## config.mk

```make
export PLATFORM = sky130hd
export DESIGN_NAME = change_dispenser
export DESIGN_NICKNAME = d
export VERILOG_FILES = /design/src/rtl/change_dispenser.sv
export SDC_FILE = /design/constraint.sdc
export NUM_CORES = 1
export LEC_CHECK = 0
export CAP_MARGIN = 20
export CORE_MARGIN = 2
export CORE_UTILIZATION = 46
export CTS_CLUSTER_DIAMETER = 50
export DETAILED_ROUTE_END_ITERATION = 7
export PLACE_DENSITY_LB_ADDON = 0.05
export SLEW_MARGIN = 20
export SYNTH_ARGS = -nofsm -noshare
export SYNTH_HDL_FRONTEND = slang
export SYNTH_SLANG_ARGS = --single-unit
```

## constraint.sdc

```tcl
create_clock -name i_clk -period 5.4 [get_ports i_clk]
set_input_delay 1.08 -clock i_clk [delete_from_list [all_inputs] [get_ports i_clk]]
set_output_delay 1.08 -clock i_clk [all_outputs]
set_load 0.005 [all_outputs]
```

## src/rtl/change_dispenser.sv

```systemverilog
// -----------------------------------------------------------------------------
// change_dispenser
//
// Pays out change after the vending FSM dispenses a soda. The owed amount is
// taken with the dispense strobe and paid out one nickel at a time: each coin is
// an ejector pulse of PULSE_CYCLES cycles followed by a wait for the hopper exit
// sensor. If the sensor stays silent for TIMEOUT_CYCLES cycles, or the hopper is
// empty, the payout is aborted and the error is held for the front panel.
//
// Ports:
//   i_clk          system clock, rising edge
//   i_rst_n        synchronous active-low reset
//   i_soda         1-cycle strobe, i_change valid in the same cycle
//   i_change       nickels owed (0..7)
//   i_coin_sensed  1-cycle pulse from the hopper exit sensor (already synchronous)
//   i_hopper_empty level, hopper has no coins
//   i_err_clr      1-cycle strobe, leaves the error state
//   o_eject        ejector solenoid drive
//   o_busy         payout in progress (ejecting or waiting for a coin)
//   o_done         1-cycle pulse, payout completed in full
//   o_error        payout aborted, held until i_err_clr
//   o_drop         1-cycle pulse, an i_soda arrived while not idle and was ignored
//   o_remaining    nickels still owed
//   o_paid         nickels paid in the current or last payout
// -----------------------------------------------------------------------------
module change_dispenser #(
   parameter int PULSE_CYCLES   = 4,
   parameter int TIMEOUT_CYCLES = 64
) (
   input  logic       i_clk,
   input  logic       i_rst_n,
   input  logic       i_soda,
   input  logic [2:0] i_change,
   input  logic       i_coin_sensed,
   input  logic       i_hopper_empty,
   input  logic       i_err_clr,
   output logic       o_eject,
   output logic       o_busy,
   output logic       o_done,
   output logic       o_error,
   output logic       o_drop,
   output logic [2:0] o_remaining,
   output logic [2:0] o_paid
);

   localparam int TMO_W = $clog2(TIMEOUT_CYCLES + 1);

   localparam logic [2:0] S_IDLE  = 3'd0;
   localparam logic [2:0] S_EJECT = 3'd1;
   localparam logic [2:0] S_WAIT  = 3'd2;
   localparam logic [2:0] S_DONE  = 3'd3;
   localparam logic [2:0] S_ERROR = 3'd4;

   // The pulse counter holds the number of eject cycles still to come after the
   // current one, so loading PULSE_CYCLES-1 gives exactly PULSE_CYCLES cycles.
   localparam logic [7:0]       PULSE_LOAD = 8'(PULSE_CYCLES - 1);
   localparam logic [TMO_W-1:0] TMO_LAST   = TMO_W'(TIMEOUT_CYCLES - 1);
   localparam logic [TMO_W-1:0] TMO_MAX    = TMO_W'(TIMEOUT_CYCLES);

   logic [2:0]       state, state_nxt;
   logic [7:0]       pulse_cnt, pulse_cnt_nxt;
   logic [TMO_W-1:0] tmo_cnt, tmo_cnt_nxt;
   logic             pend, pend_nxt;
   logic [2:0]       rem_nxt, paid_nxt;
   logic             coin;

   function automatic logic [2:0] dec_sat(input logic [2:0] v);
      return (v == 3'd0) ? v : v - 3'd1;
   endfunction

   function automatic logic [2:0] inc_sat(input logic [2:0] v);
      return (v == 3'd7) ? v : v + 3'd1;
   endfunction

   function automatic logic [TMO_W-1:0] tmo_inc(input logic [TMO_W-1:0] v);
      return (v == TMO_MAX) ? v : v + 1'b1;
   endfunction

   always_comb begin
      state_nxt     = state;
      pulse_cnt_nxt = pulse_cnt;
      tmo_cnt_nxt   = tmo_cnt;
      pend_nxt      = pend;
      rem_nxt       = o_remaining;
      paid_nxt      = o_paid;
      // A coin that dropped while the solenoid was still energised counts
      // for the wait phase that follows.
      coin          = i_coin_sensed | pend;

      case (state)
         S_IDLE: begin
            if (i_soda) begin
               paid_nxt = 3'd0;
               pend_nxt = 1'b0;
               if (i_change == 3'd0) begin
                  state_nxt = S_DONE;
                  rem_nxt   = 3'd0;
               end else begin
                  rem_nxt = i_change;
                  if (i_hopper_empty) begin
                     state_nxt = S_ERROR;
                  end else begin
                     state_nxt     = S_EJECT;
                     pulse_cnt_nxt = PULSE_LOAD;
                  end
               end
            end
         end

         S_EJECT: begin
            if (i_coin_sensed) pend_nxt = 1'b1;
            if (pulse_cnt == 8'd0) begin
               state_nxt   = S_WAIT;
               tmo_cnt_nxt = '0;
            end else begin
               pulse_cnt_nxt = pulse_cnt - 8'd1;
            end
         end

         S_WAIT: begin
            if (coin) begin
               pend_nxt = 1'b0;
               rem_nxt  = dec_sat(o_remaining);
               paid_nxt = inc_sat(o_paid);
               if (o_remaining == 3'd1) begin
                  state_nxt = S_DONE;
               end else if (i_hopper_empty) begin
                  state_nxt = S_ERROR;
               end else begin
                  state_nxt     = S_EJECT;
                  pulse_cnt_nxt = PULSE_LOAD;
               end
            end else if (tmo_cnt == TMO_LAST) begin
               state_nxt = S_ERROR;
            end else begin
               tmo_cnt_nxt = tmo_inc(tmo_cnt);
            end
         end

         S_DONE: begin
            state_nxt = S_IDLE;
         end

         S_ERROR: begin
            if (i_err_clr) begin
               state_nxt = S_IDLE;
               rem_nxt   = 3'd0;
            end
         end

         default: begin
            state_nxt = S_IDLE;
         end
      endcase
   end

   // Status outputs are decoded from the next state so they line up with it.
   always_ff @(posedge i_clk) begin
      if (!i_rst_n) begin
         state       <= S_IDLE;
         pulse_cnt   <= 8'd0;
         tmo_cnt     <= '0;
         pend        <= 1'b0;
         o_remaining <= 3'd0;
         o_paid      <= 3'd0;
         o_eject     <= 1'b0;
         o_busy      <= 1'b0;
         o_done      <= 1'b0;
         o_error     <= 1'b0;
         o_drop      <= 1'b0;
      end else begin
         state       <= state_nxt;
         pulse_cnt   <= pulse_cnt_nxt;
         tmo_cnt     <= tmo_cnt_nxt;
         pend        <= pend_nxt;
         o_remaining <= rem_nxt;
         o_paid      <= paid_nxt;
         o_eject     <= (state_nxt == S_EJECT);
         o_busy      <= (state_nxt == S_EJECT) || (state_nxt == S_WAIT);
         o_done      <= (state_nxt == S_DONE);
         o_error     <= (state_nxt == S_ERROR);
         o_drop      <= i_soda && (state != S_IDLE);
      end
   end

endmodule

```

Word-level counts from Yosys, hierarchy flattened

Index checks and enable logic that the tools add are counted.

Flip-flop bits (word level): 30
Output and inout bits: 11
Word-level logic and storage cells: 91
Input port bits: 9

Muxes and demuxes: 35
Reductions and logical operators: 16
Equal/unequal tests: 24
Bitwise logic cells: 1
Add/sub/neg operators: 4

Operators by type and width:

| cell                                              | count |
|---|---|
| two-way mux 3 bit                                 | 16 |
| two-way mux 8 bit                                 | 6 |
| two-way mux 7 bit                                 | 4 |
| != test 2 bit (second input constant)             | 13 |
| one-hot mux 8 bit (3 select lines)                | 1 |
| one-hot mux 7 bit (2 select lines)                | 1 |
| one-hot mux 3 bit (4 select lines)                | 1 |
| AND reduction 5 bit                               | 2 |
| == test 3 x 1 -> 1 bit (second input constant)    | 3 |
| == test 3 x 2 -> 1 bit (second input constant)    | 3 |
| == test 3 bit (second input constant)             | 3 |
| zero test 3 bit                                   | 3 |
| one-hot mux 3 bit (3 select lines)                | 1 |
| nonzero test 3 bit                                | 3 |
| zero test 8 bit                                   | 1 |
| AND reduction 4 bit                               | 2 |
| subtractor 8 x 1 -> 8 bit (second input constant) | 1 |
| adder 7 x 1 -> 7 bit (second input constant)      | 1 |
| == test 7 x 6 -> 1 bit (second input constant)    | 1 |
| == test 7 bit (second input constant)             | 1 |
| one-hot mux 3 bit (2 select lines)                | 1 |
| AND reduction 6 bit                               | 1 |
| nonzero test 2 bit                                | 2 |
| adder 3 x 1 -> 3 bit (second input constant)      | 1 |
| other kinds (6)                                   | 8 |

Logic depth before layout (Yosys ltp)

Depth after elaboration: 6
Mapped depth: 8
Depth with buffers taken out: 8

Least setup slack after synthesis

OpenSTA, ideal clock, no wires.

Path type: input to register
From: input i_coin_sensed
To: register tmo_cnt[3]
Data required time: 5330 ps
Data arrival time: 2371 ps
Setup slack: 2959 ps
Buffers on the path: 1
Setup time: 70 ps
Cell stages on the path: 6
Cells stage by stage: nor2_1 o31ai_1 a22o_1 buf_6 or3_1 a21oi_1

Word-level cells in the longest chain between the ends: 3

Ends and longest elaborated chain:

| what                                 | RTL line | text |
|---|---|---|
| start: declaration                   | 34       | `input logic i_coin_sensed,` |
| OR 1 bit                             | 88       | `coin = i_coin_sensed \| pend;` |
| != test 2 bit (no source line)       | n/a      |  |
| AND reduction 5 bit (no source line) | n/a      |  |
| end signal: assignment               | 174      | `tmo_cnt <= tmo_cnt_nxt;` |
| end: declaration                     | 62       | `logic [TMO_W-1:0] tmo_cnt, tmo_cnt_nxt;` |

No other way between the ends.
A chain may end at the register's enable or synchronous reset.

Final worst setup path

From: input i_coin_sensed
To: register tmo_cnt[4]

Same word-level chain as after synthesis.

==> summary.txt <==
Floorplan
  • Top-Level Pins: 20
  • Row Count: 21
  • Starting density of the core: 48.9%
  • Width of the die: around 64 µm
  • Die area: 4130 µm²
  • Die Ht: approximately 64 µm
  • Core ar.: around 3400 µm²

Setup path
  • Crit end category: flop
  • Reg-to-reg critical path startpoint: state[1]
  • Crit path from: i_coin_sensed
  • Required @ worst endpoint: around 5700 ps
  • Critical path startpoint category: input pin
  • Crit Path Class: input pin to flop
  • Crit path DAT: 3110 ps
  • Crit-path max FO: 11

CTS
  • Worst-path clk slew: roughly 100 ps
  • Clock net sink count: 30
  • CTS Buf Count: 5
  • Clock Path Buffers: 2
  • Root buffer cell: clkbuf_4
  • Resized Gates After CTS: 0
  • CTS tree: yes
  • Htree depth: 2
  • Worst skew pair latency: 340 ps
  • Hold-fix buffers at CTS: 0
  • Setup bufs post-CTS: 0

Power and ir drop
  • Switching share of power: around 34%
  • Internal power: approximately 0.00045 W
  • Seq pwr share: 42.0%
  • Overall power: 0.000679 W
  • Clk pwr share: between 20% and 30%
  • Static Leak: 0.731 nW
  • Maximum VDD drop: between 150 and 200 µV
  • PwrDens: 348 nW/µm²
  • Psw: 0.000233 W
  • Gate power share: 31.6%

Global route
  • Global-route wire length before repair: 5970 µm
  • Number of global-route vias before repair: 1349
  • Initial antenna violation count: 0
  • Remaining global-route overflow: 0
  • Pin count of the biggest net entering global routing: 20
  • Total track usage: 18.3%

Route
  • Post-DR wirelength/cell: 13.4 µm
  • Vias: 1490
  • Final WL: approximately 3400 µm
  • Vias per inst: 5.78
  • Detailed Routing Iterations Pass 1: 5
  • Initial DRC Count: about 120
  • Antenna violation net count after detailed routing: 0
  • Post-route DRC violation count: 0

Yosys
  • Number of synthesized flops with an enable pin: 0
  • Asr flop ratio synth: 0%
  • Yosys cell types: 51
  • Syn Nets: 211
  • Yosys reg bits: 30
  • Post-synthesis cell count: just under 200
  • Primary FF master, synth: dfxtp_1
  • Post-synthesis cell area: roughly 1700 µm²
  • Post-synthesis sequential area ratio: 36.0%
  • Syn. warnings: 0
  • Synth Area per Inst: between 8 and 9 µm²

Timing
  • Final Max Slew Viols: 0
  • Final setup margin: 2560 ps
  • Final hold violations: 0
  • Unrepaired setup endpoints after global routing: false
  • Clk_skew: 11.1 ps
  • Setup TNS: 0 ps
  • Worst slew pin tran: about 700 ps
  • Final Cycle Share: a little over half
  • Max_slew headroom: 54.4%
  • Hold WS: 508 ps
  • FMAX: 352 MHz
  • # setup viols final: 0
  • Min Tclk post-route: 2840 ps

Final layout
  • Ant. Diodes: 0
  • Fin area: 1950 µm²
  • Area growth from synthesis to layout: 16.8%
  • Nets: approximately 230
  • Most frequent cells in the layout: 30 x dfxtp_1, 19 x clkdlybuf4s50_1, 16 x inv_1
  • Layout cells sized above 1: roughly 7.5%
  • Commonest non-fill, non-tap cell in the layout: dfxtp_1

Place
  • Placed wire-length estimate: 2580 µm
  • GP Congestion: between 0.8 and 0.9
  • Pre-CTS setup slack: 2250 ps
  • # port buffers: 19
  • Placed Instance Area: 1870 µm²

Hold path
  • Hold_sp: pulse_cnt[6]
  • Worst Hold Class: flop to flop

Status
  • Status: finished clean

Job
  • Max-cap violations: 0
-- area by class of cell --
cell class                      instances  area [µm²]
Tap cell                               46        57.6
Timing Repair Buffer                   19         190
Multi-Input combinational cell        139         965
Sequential cell                        30         601
Clock inverter                          3        40.0
Fill cell                             337        1470
Clock buffer                            5        37.5
Inverter                               16        60.1
-- power by group through the flow --
stage               clock, W  combinational, W  sequential, W
finish              0.000179          0.000215       0.000285
global route        0.000194          0.000243       0.000291
CTS                 0.000183          0.000217       0.000285
detailed placement         0          0.000215       0.000290
global placement           0          0.000208       0.000289
floorplan                  0          0.000174       0.000273
-- state kept, by name (all words and copies together), names as in the netlist --
signal       cells
o_busy           1
o_done           1
o_drop           1
o_eject          1
o_error          1
o_paid           3
o_remaining      3
pend             1
pulse_cnt        8
state            3
tmo_cnt          7
-- path summary, 6_finish.rpt --
path / endpoint / slack [ps] / depth (start not counted)
setup / recovery: tmo_cnt[4] / 2560 / 6
hold / removal: pulse_cnt[6] / 510 / 2
setup reg to reg: pulse_cnt[5] / 2860 / 5
hold reg to reg: pulse_cnt[6] / 510 / 2
-- per-stage QoR --
| step | utilization (%) | instances |
|---|---|---|
| 2_1_floorplan | - | 193 |
| 3_3_place_gp | 54.8 | 250 |
| 3_5_place_dp | 54.8 | 250 |
| 4_1_cts | 57.1 | 258 |
| 5_1_grt | 57.1 | 258 |
| 6_report | 57.1 | 258 |
-- layer usage --
| metal | track usage, % | wire [µm] | vias up | part of all wire (%) |
|---|---|---|---|---|
| li1 | - | - | 745 | - |
| met1 | 24.4 | 1720 | 697 | 50 |
| met2 | 28.3 | 1530 | 41 | 44 |
| met3 | 4.40 | 154 | 7 | 4.5 |
| met4 | 7.98 | 48 | 0 | 1.4 |
| met5 | 0 | 0 | - | 0 |
-- logic make-up (layout without fill, tap and decap cells) --
kind of cell               after synthesis  count (layout)  share of synthesized area, %
AOI/OAI and AO/OA                       58              58                          24.5
xor gates and xnor gates                 1               1                         0.524
adders and majority gates                9               9                          6.74
buffers and inverters                   24              43                          6.29
DFF                                     30              30                          36.0
muxes                                    3               3                          1.87
and+or+nand+nor                         68              68                          24.1
-- worst max-delay path, cell delays in order --
cell and delay, ps:
clkdlybuf4s50_1 450, nor2_1 410, o31ai_1 210, a22o_1 390
or4_1 430, a21oi_1 140
-- synth_stat cells (4+ instances only) --
cell type | n | area, µm²
dfxtp_1 | 30 | 601
inv_1 | 16 | 60.1
a21oi_1 | 14 | 70.1
nor2_1 | 13 | 48.8
nand2_1 | 12 | 45.0
or3_1 | 11 | 68.8
o21ai_0 | 10 | 50.1
ha_1 | 9 | 113
a211oi_1 | 5 | 37.5
a31oi_1 | 5 | 31.3
or4_1 | 5 | 37.5
and2_1 | 4 | 25.0
o31ai_1 | 4 | 30.0
(Power assumes the default switching activity.)
